--- src/rtl/store_unit.sv ---
// -----------------------------------------------------------------------------
// store_unit
//   Sequential store path for the RV32I core. Takes one store request
//   (funct3, byte address, rs2 data) per handshake, aligns the data into
//   32-bit word lanes with byte enables, and issues one memory write beat,
//   or two beats when an SH/SW crosses a word boundary.
//
// Ports
//   i_clk, i_rst      clock, synchronous active-high reset
//   i_req_valid       store request valid
//   o_req_ready       unit idle and accepting (state == IDLE)
//   i_funct3          000=SB, 001=SH, 010=SW; other codes are dropped with o_err
//   i_addr            byte address of the store
//   i_wdata           rs2 data (SB uses [7:0], SH uses [15:0])
//   o_mem_valid       write beat valid
//   i_mem_ready       memory accepts the beat when o_mem_valid && i_mem_ready
//   o_mem_addr        word-aligned beat address
//   o_mem_wdata       lane-aligned write data, disabled lanes are zero
//   o_mem_be          byte enables, bit n = byte lane n
//   o_done            one-cycle pulse, request fully written
//   o_misaligned      valid with o_done, 1 when two beats were used
//   o_err             one-cycle pulse, illegal funct3 accepted and dropped
// -----------------------------------------------------------------------------
module store_unit #(
  parameter int ADDR_W = 32
) (
  input  logic              i_clk,
  input  logic              i_rst,
  input  logic              i_req_valid,
  output logic              o_req_ready,
  input  logic [2:0]        i_funct3,
  input  logic [ADDR_W-1:0] i_addr,
  input  logic [31:0]       i_wdata,
  output logic              o_mem_valid,
  input  logic              i_mem_ready,
  output logic [ADDR_W-1:0] o_mem_addr,
  output logic [31:0]       o_mem_wdata,
  output logic [3:0]        o_mem_be,
  output logic              o_done,
  output logic              o_misaligned,
  output logic              o_err
);

  typedef enum logic [1:0] {
    IDLE  = 2'd0,
    BEAT0 = 2'd1,
    BEAT1 = 2'd2
  } state_t;

  state_t state_q, state_d;

  logic              mem_valid_q, mem_valid_d;
  logic [ADDR_W-1:0] mem_addr_q,  mem_addr_d;
  logic [31:0]       mem_wdata_q, mem_wdata_d;
  logic [3:0]        mem_be_q,    mem_be_d;
  logic [ADDR_W-1:0] b1_addr_q,   b1_addr_d;
  logic [31:0]       b1_wdata_q,  b1_wdata_d;
  logic [3:0]        b1_be_q,     b1_be_d;
  logic              need_b1_q,   need_b1_d;
  logic              done_q,      done_d;
  logic              misal_q,     misal_d;
  logic              err_q,       err_d;

  // Request lane math
  logic              legal;
  logic [3:0]        mask;
  logic [31:0]       data_sized;
  logic [7:0]        be8;
  logic [63:0]       d64;
  logic [ADDR_W-1:0] base_addr;
  logic [ADDR_W-1:0] next_addr;

  always_comb begin
    legal      = 1'b1;
    mask       = 4'b0000;
    data_sized = 32'h0;
    case (i_funct3)
      3'b000: begin
        mask       = 4'b0001;
        data_sized = {24'h0, i_wdata[7:0]};
      end
      3'b001: begin
        mask       = 4'b0011;
        data_sized = {16'h0, i_wdata[15:0]};
      end
      3'b010: begin
        mask       = 4'b1111;
        data_sized = i_wdata;
      end
      default: legal = 1'b0;
    endcase
    // Shifting into an 8-lane window: the upper four lanes spill into the
    // following word and become the second beat.
    be8       = {4'b0000, mask} << i_addr[1:0];
    d64       = {32'h0, data_sized} << {i_addr[1:0], 3'b000};
    base_addr = {i_addr[ADDR_W-1:2], 2'b00};
    next_addr = base_addr + ADDR_W'(4);
  end

  // State and output registers
  always_ff @(posedge i_clk) begin
    if (i_rst) begin
      state_q     <= IDLE;
      mem_valid_q <= 1'b0;
      mem_addr_q  <= '0;
      mem_wdata_q <= 32'h0;
      mem_be_q    <= 4'b0000;
      b1_addr_q   <= '0;
      b1_wdata_q  <= 32'h0;
      b1_be_q     <= 4'b0000;
      need_b1_q   <= 1'b0;
      done_q      <= 1'b0;
      misal_q     <= 1'b0;
      err_q       <= 1'b0;
    end else begin
      state_q     <= state_d;
      mem_valid_q <= mem_valid_d;
      mem_addr_q  <= mem_addr_d;
      mem_wdata_q <= mem_wdata_d;
      mem_be_q    <= mem_be_d;
      b1_addr_q   <= b1_addr_d;
      b1_wdata_q  <= b1_wdata_d;
      b1_be_q     <= b1_be_d;
      need_b1_q   <= need_b1_d;
      done_q      <= done_d;
      misal_q     <= misal_d;
      err_q       <= err_d;
    end
  end

  // Next-state logic. Memory outputs hold by default, which keeps them
  // stable through any number of stall cycles.
  always_comb begin
    state_d     = state_q;
    mem_valid_d = mem_valid_q;
    mem_addr_d  = mem_addr_q;
    mem_wdata_d = mem_wdata_q;
    mem_be_d    = mem_be_q;
    b1_addr_d   = b1_addr_q;
    b1_wdata_d  = b1_wdata_q;
    b1_be_d     = b1_be_q;
    need_b1_d   = need_b1_q;
    done_d      = 1'b0;
    misal_d     = 1'b0;
    err_d       = 1'b0;

    case (state_q)
      IDLE: begin
        if (i_req_valid) begin
          if (legal) begin
            state_d     = BEAT0;
            mem_valid_d = 1'b1;
            mem_addr_d  = base_addr;
            mem_wdata_d = d64[31:0];
            mem_be_d    = be8[3:0];
            b1_addr_d   = next_addr;
            b1_wdata_d  = d64[63:32];
            b1_be_d     = be8[7:4];
            need_b1_d   = |be8[7:4];
          end else begin
            err_d = 1'b1;
          end
        end
      end

      BEAT0: begin
        if (i_mem_ready) begin
          if (need_b1_q) begin
            // Second beat loaded straight into the output registers so the
            // valid stays high with no bubble between beats.
            state_d     = BEAT1;
            mem_addr_d  = b1_addr_q;
            mem_wdata_d = b1_wdata_q;
            mem_be_d    = b1_be_q;
          end else begin
            state_d     = IDLE;
            mem_valid_d = 1'b0;
            mem_addr_d  = '0;
            mem_wdata_d = 32'h0;
            mem_be_d    = 4'b0000;
            done_d      = 1'b1;
          end
        end
      end

      BEAT1: begin
        if (i_mem_ready) begin
          state_d     = IDLE;
          mem_valid_d = 1'b0;
          mem_addr_d  = '0;
          mem_wdata_d = 32'h0;
          mem_be_d    = 4'b0000;
          done_d      = 1'b1;
          misal_d     = 1'b1;
        end
      end

      default: begin
        state_d     = IDLE;
        mem_valid_d = 1'b0;
      end
    endcase
  end

  assign o_req_ready  = (state_q == IDLE);
  assign o_mem_valid  = mem_valid_q;
  assign o_mem_addr   = mem_addr_q;
  assign o_mem_wdata  = mem_wdata_q;
  assign o_mem_be     = mem_be_q;
  assign o_done       = done_q;
  assign o_misaligned = misal_q;
  assign o_err        = err_q;

endmodule

--- config.mk ---
export PLATFORM = sky130hd
export DESIGN_NAME = store_unit
export DESIGN_NICKNAME = d
export VERILOG_FILES = /design/src/rtl/store_unit.sv
export SDC_FILE = /design/constraint.sdc
export NUM_CORES = 1
export LEC_CHECK = 0
export CAP_MARGIN = 30
export CORE_MARGIN = 3
export CORE_UTILIZATION = 50
export CTS_CLUSTER_DIAMETER = 200
export CTS_CLUSTER_SIZE = 40
export DETAILED_ROUTE_END_ITERATION = 7
export PLACE_DENSITY = 0.8
export SLEW_MARGIN = 15
export SYNTH_ARGS = -nofsm -noshare
export SYNTH_HDL_FRONTEND = slang
export SYNTH_SLANG_ARGS = --single-unit
--- constraint.sdc ---
create_clock -name i_clk -period 2.4 [get_ports i_clk]
set_clock_uncertainty 0.1 [all_clocks]
set_input_delay 0.36 -clock i_clk [delete_from_list [all_inputs] [get_ports i_clk]]
set_output_delay 0.36 -clock i_clk [all_outputs]
set_load 0.005 [all_outputs]
==> results of run 1 <==
## kinds of logic after synthesis
logic type | Yosys count
xor gates and xnor gates | 26
DFF | 130
and+or+nand+nor | 317
buffers and inverters | 74
AOI/OAI and AO/OA | 171
muxes | 10
other | 1
adders and majority gates | 6
## worst max-delay path, delay by kind of cell
| family | cells | cell delay, ns |
|---|---|---|
| buffers and inverters | 3 | 0.94 |
| AOI/OAI and AO/OA | 3 | 0.80 |
| and+or+nand+nor | 2 | 0.31 |
## per-stage QoR
| step | hold slack [ns] | std cells | setup WS, ns | instance area (sq um) |
|---|---|---|---|---|
| 3_5_place_dp | 0.353 | 1044 | -0.266 | 8090 |
| 4_1_cts | 0.263 | 1073 | 0.0148 | 8610 |
| 2_1_floorplan | 0.326 | 736 | 0.376 | 6180 |
| 6_report | 0.270 | 1073 | 0.180 | 8620 |
| 5_1_grt | 0.312 | 1073 | 0.0487 | 8620 |
| 3_3_place_gp | 0.334 | 1044 | -0.159 | 8090 |
## routing by layer
layer  wire, um  global-route usage  up-vias  part of all wire
li1           -                   -     3028                 -
met3       1390              0.0607       62             0.067
met4        787               0.161        0             0.038
met2      10100               0.519      301              0.49
met5          0                   0        -                 0
met1       8400               0.371     3115              0.41
## Yosys cell counts (all sizes together), types with 3 or more instances
| cell | instances | share of area |
|---|---|---|
| a32oi | 8 | 0.011 |
| o21a | 9 | 0.011 |
| and4 | 3 | 0.0045 |
| mux2i | 8 | 0.013 |
| o22ai | 7 | 0.0071 |
| nand2b | 9 | 0.0091 |
| inv | 8 | 0.0049 |
| a21o | 3 | 0.0036 |
| nor2b | 8 | 0.0081 |
| nor2 | 154 | 0.094 |
| and2 | 3 | 0.0030 |
| ha | 6 | 0.012 |
| xor2 | 18 | 0.026 |
| a221oi | 54 | 0.077 |
| a22oi | 10 | 0.012 |
| dfxtp | 130 | 0.42 |
| o21ai | 3 | 0.0030 |
| nand3 | 17 | 0.014 |
| nand4 | 11 | 0.014 |
| a211oi | 42 | 0.051 |
| and3b | 3 | 0.0043 |
| nor3 | 77 | 0.064 |
| xnor2 | 8 | 0.011 |
| o211ai | 8 | 0.0097 |
| clkbuf | 36 | 0.022 |
| nand2 | 19 | 0.012 |
| a21oi | 18 | 0.015 |
| buf | 29 | 0.026 |
| and3 | 4 | 0.0040 |
| a311oi | 5 | 0.0071 |
## final cells by class
| class | count | area, sq um | area share |
|---|---|---|---|
| clock inverter | 7 | 62.6 | 0.00726 |
| timing repair buffer | 209 | 1980 | 0.230 |
| clock buffer | 22 | 454 | 0.0527 |
| sequential | 130 | 2600 | 0.302 |
| inverter | 9 | 33.8 | 0.00392 |
| tap | 164 | 205 | 0.0238 |
| multi-input combinational | 532 | 3280 | 0.380 |
## registers in the layout, indices dropped and copies added, names as in the netlist, 2 cells and up
signal	count
state_q	2
o_mem_wdata	32
b1_addr_q	30
o_mem_addr	30
b1_wdata_q	24
b1_be_q	3
o_mem_be	4
## worst min path at each step
stage	start	endpoint	slack, ns	depth (start not counted)
floorplan	b1_addr_q[30]$_SDFFE_PP0P_	b1_addr_q[30]$_SDFFE_PP0P_	0.33	2
global placement	b1_be_q[0]$_SDFFE_PP0P_	b1_be_q[0]$_SDFFE_PP0P_	0.33	1
detailed placement	b1_addr_q[3]$_SDFFE_PP0P_	b1_addr_q[3]$_SDFFE_PP0P_	0.35	2
CTS	i_rst	b1_be_q[2]$_SDFFE_PP0P_	0.26	2
global route	i_rst	b1_be_q[2]$_SDFFE_PP0P_	0.31	2
finish	i_rst	b1_be_q[2]$_SDFFE_PP0P_	0.27	2
## power breakdown
group | internal [mW] | total (mW) | switching [mW]
combinational | 0.805 | 1.62 | 0.810
sequential | 2.40 | 2.54 | 0.139
clock | 1.42 | 2.31 | 0.895
total | 4.62 | 6.47 | 1.84
## repair_timing
item | 4_1_cts | 5_1_grt
gates resized for setup | 0 | 2
hold buffers | 0 | 0
setup endpoints to repair | 0 | 10
## cell usage in the layout, fill, tap and decap left out, types with 18 or more instances in the layout
master           synthesis  final
dfxtp_1                130    130
nand2_1                 18     18
clkdlybuf4s50_1          0    140
a21oi_1                 18     18
a221oi_1                54     54
buf_4                    7     64
a211oi_1                42     42
nor2_1                 154    152
nor3_1                  75     75
==> out/results.ini, run 1 <==
[status]
status = complete, no violations

[min_path]
hold_class = primary input to register

[placement]
gp_congestion = 0.918
dpl.hpwl_um = 14400
portBuffers = 141

[final_layout]
fillers = 914
nNetsFinal = 976
area_growth_pct = 39.5
diodes = 0
fin_util = 0.733
drive_gt1_frac = 0.122

[sta]
setup_tns_ns = 0
rsz0062_at_grt = false
report.final.hold_viol_count = 0
maxSlewViolCount = 0
fmax_ghz = 0.450
setup_violations = 0
period_share = 0.925
worstMarginPinSlew_ns = 0.614
post-route-min-period_ns = 2.22
relSlewSlack = 0.589

[global_routing]
grt_max_degree = 45
grt_pass1_wl_um = 33000
grt_overflow_total = 0
first_global_vias = 6652
antenna_found_initial = 0
track_usage = 0.308

[worst_setup_path]
reg2reg_from = state_q[0]$_SDFFE_PP0P_
max_stage_delay_ns = 0.47
crit_path_max_fanout = 24
r2r_cells = 6
worst_ep_required_time_ns = 2.59
critical_path_class = primary input to register
crit_path_frequent_cell = buf_4
cp_cell_sequence = clkdlybuf4s50_1 > buf_4 > a21o_1 > o21ai_2 > nand3b_1 > buf_4 > a221oi_1 > nor3_1
r2r-end = o_mem_wdata[6]$_SDFFE_PP0P_
endpoint = o_mem_wdata[0]$_SDFFE_PP0P_
cp-start-kind = primary input
r2r_slack_ns = 0.19
cp-end-kind = register
arrival_ns = 2.41
crit_slowest_cell = clkdlybuf4s50_1
crit_path_start = i_funct3[0]

[die]
core_area_sq_mm = 0.0118
dieArea_sq_mm = 0.0137
ios = 144
die_h_um = 117
fp-row-count = 39
die_w_um = 117
start_util = 0.525

[pwr]
finalPower_mw = 6.47
pwr_density_cell_mw_per_mm2 = 750
ir_drop_uv = 394
leakagePower_nw = 3.19

[synth]
ys_warn_count = 0
yosys.area_share.simple = 0.246
ys_seq_elements = 130
synth_area_per_cell_sq_um = 8.41
synth-compound-area-share = 0.213
syn_area_sq_mm = 0.00618
synth_mux_area_frac = 0.0166
yosys_most_used_dff = dfxtp_1
synthArstFlopShare = 0
synth_fa_ha_area_frac = 0.0121
synth_edf_count = 0
seq_area_frac_synth = 0.421
synth_top_family_by_area = simple AND/OR/NAND/NOR gates
synth.distinct_cells = 52
synth-xor-area-share = 0.0368
synth_cells = 735

[clock_network]
clkSinkCount = 130
cts_root_buf = clkbuf_16
cts_inserted_buffers = 17
clk_latency_ns = 0.42
clk_pin_slew_ns = 0.05
post_cts_buffers = 0
cts_tree = built
cts_max_level = 4
max-clock-path-buffers = 2

[routing]
ant_nets = 0
drt_iter0_drc = 678
drtPass1Iterations = 5
drc = 0
via_per_inst = 6.06
wl_um = 20700
wl_per_cell_um = 19.3
routed-via-count = 6506

[run]
maxCapViolations = 0

No activity file was read; power rests on OpenSTA's default activity.
==> inputs of run 2 (changes only) <==
CTS_CLUSTER_SIZE = 28   (was 40)
==> results of run 2 <==
Same layout as run 1: the final DEF is identical, and so are final timing and power.
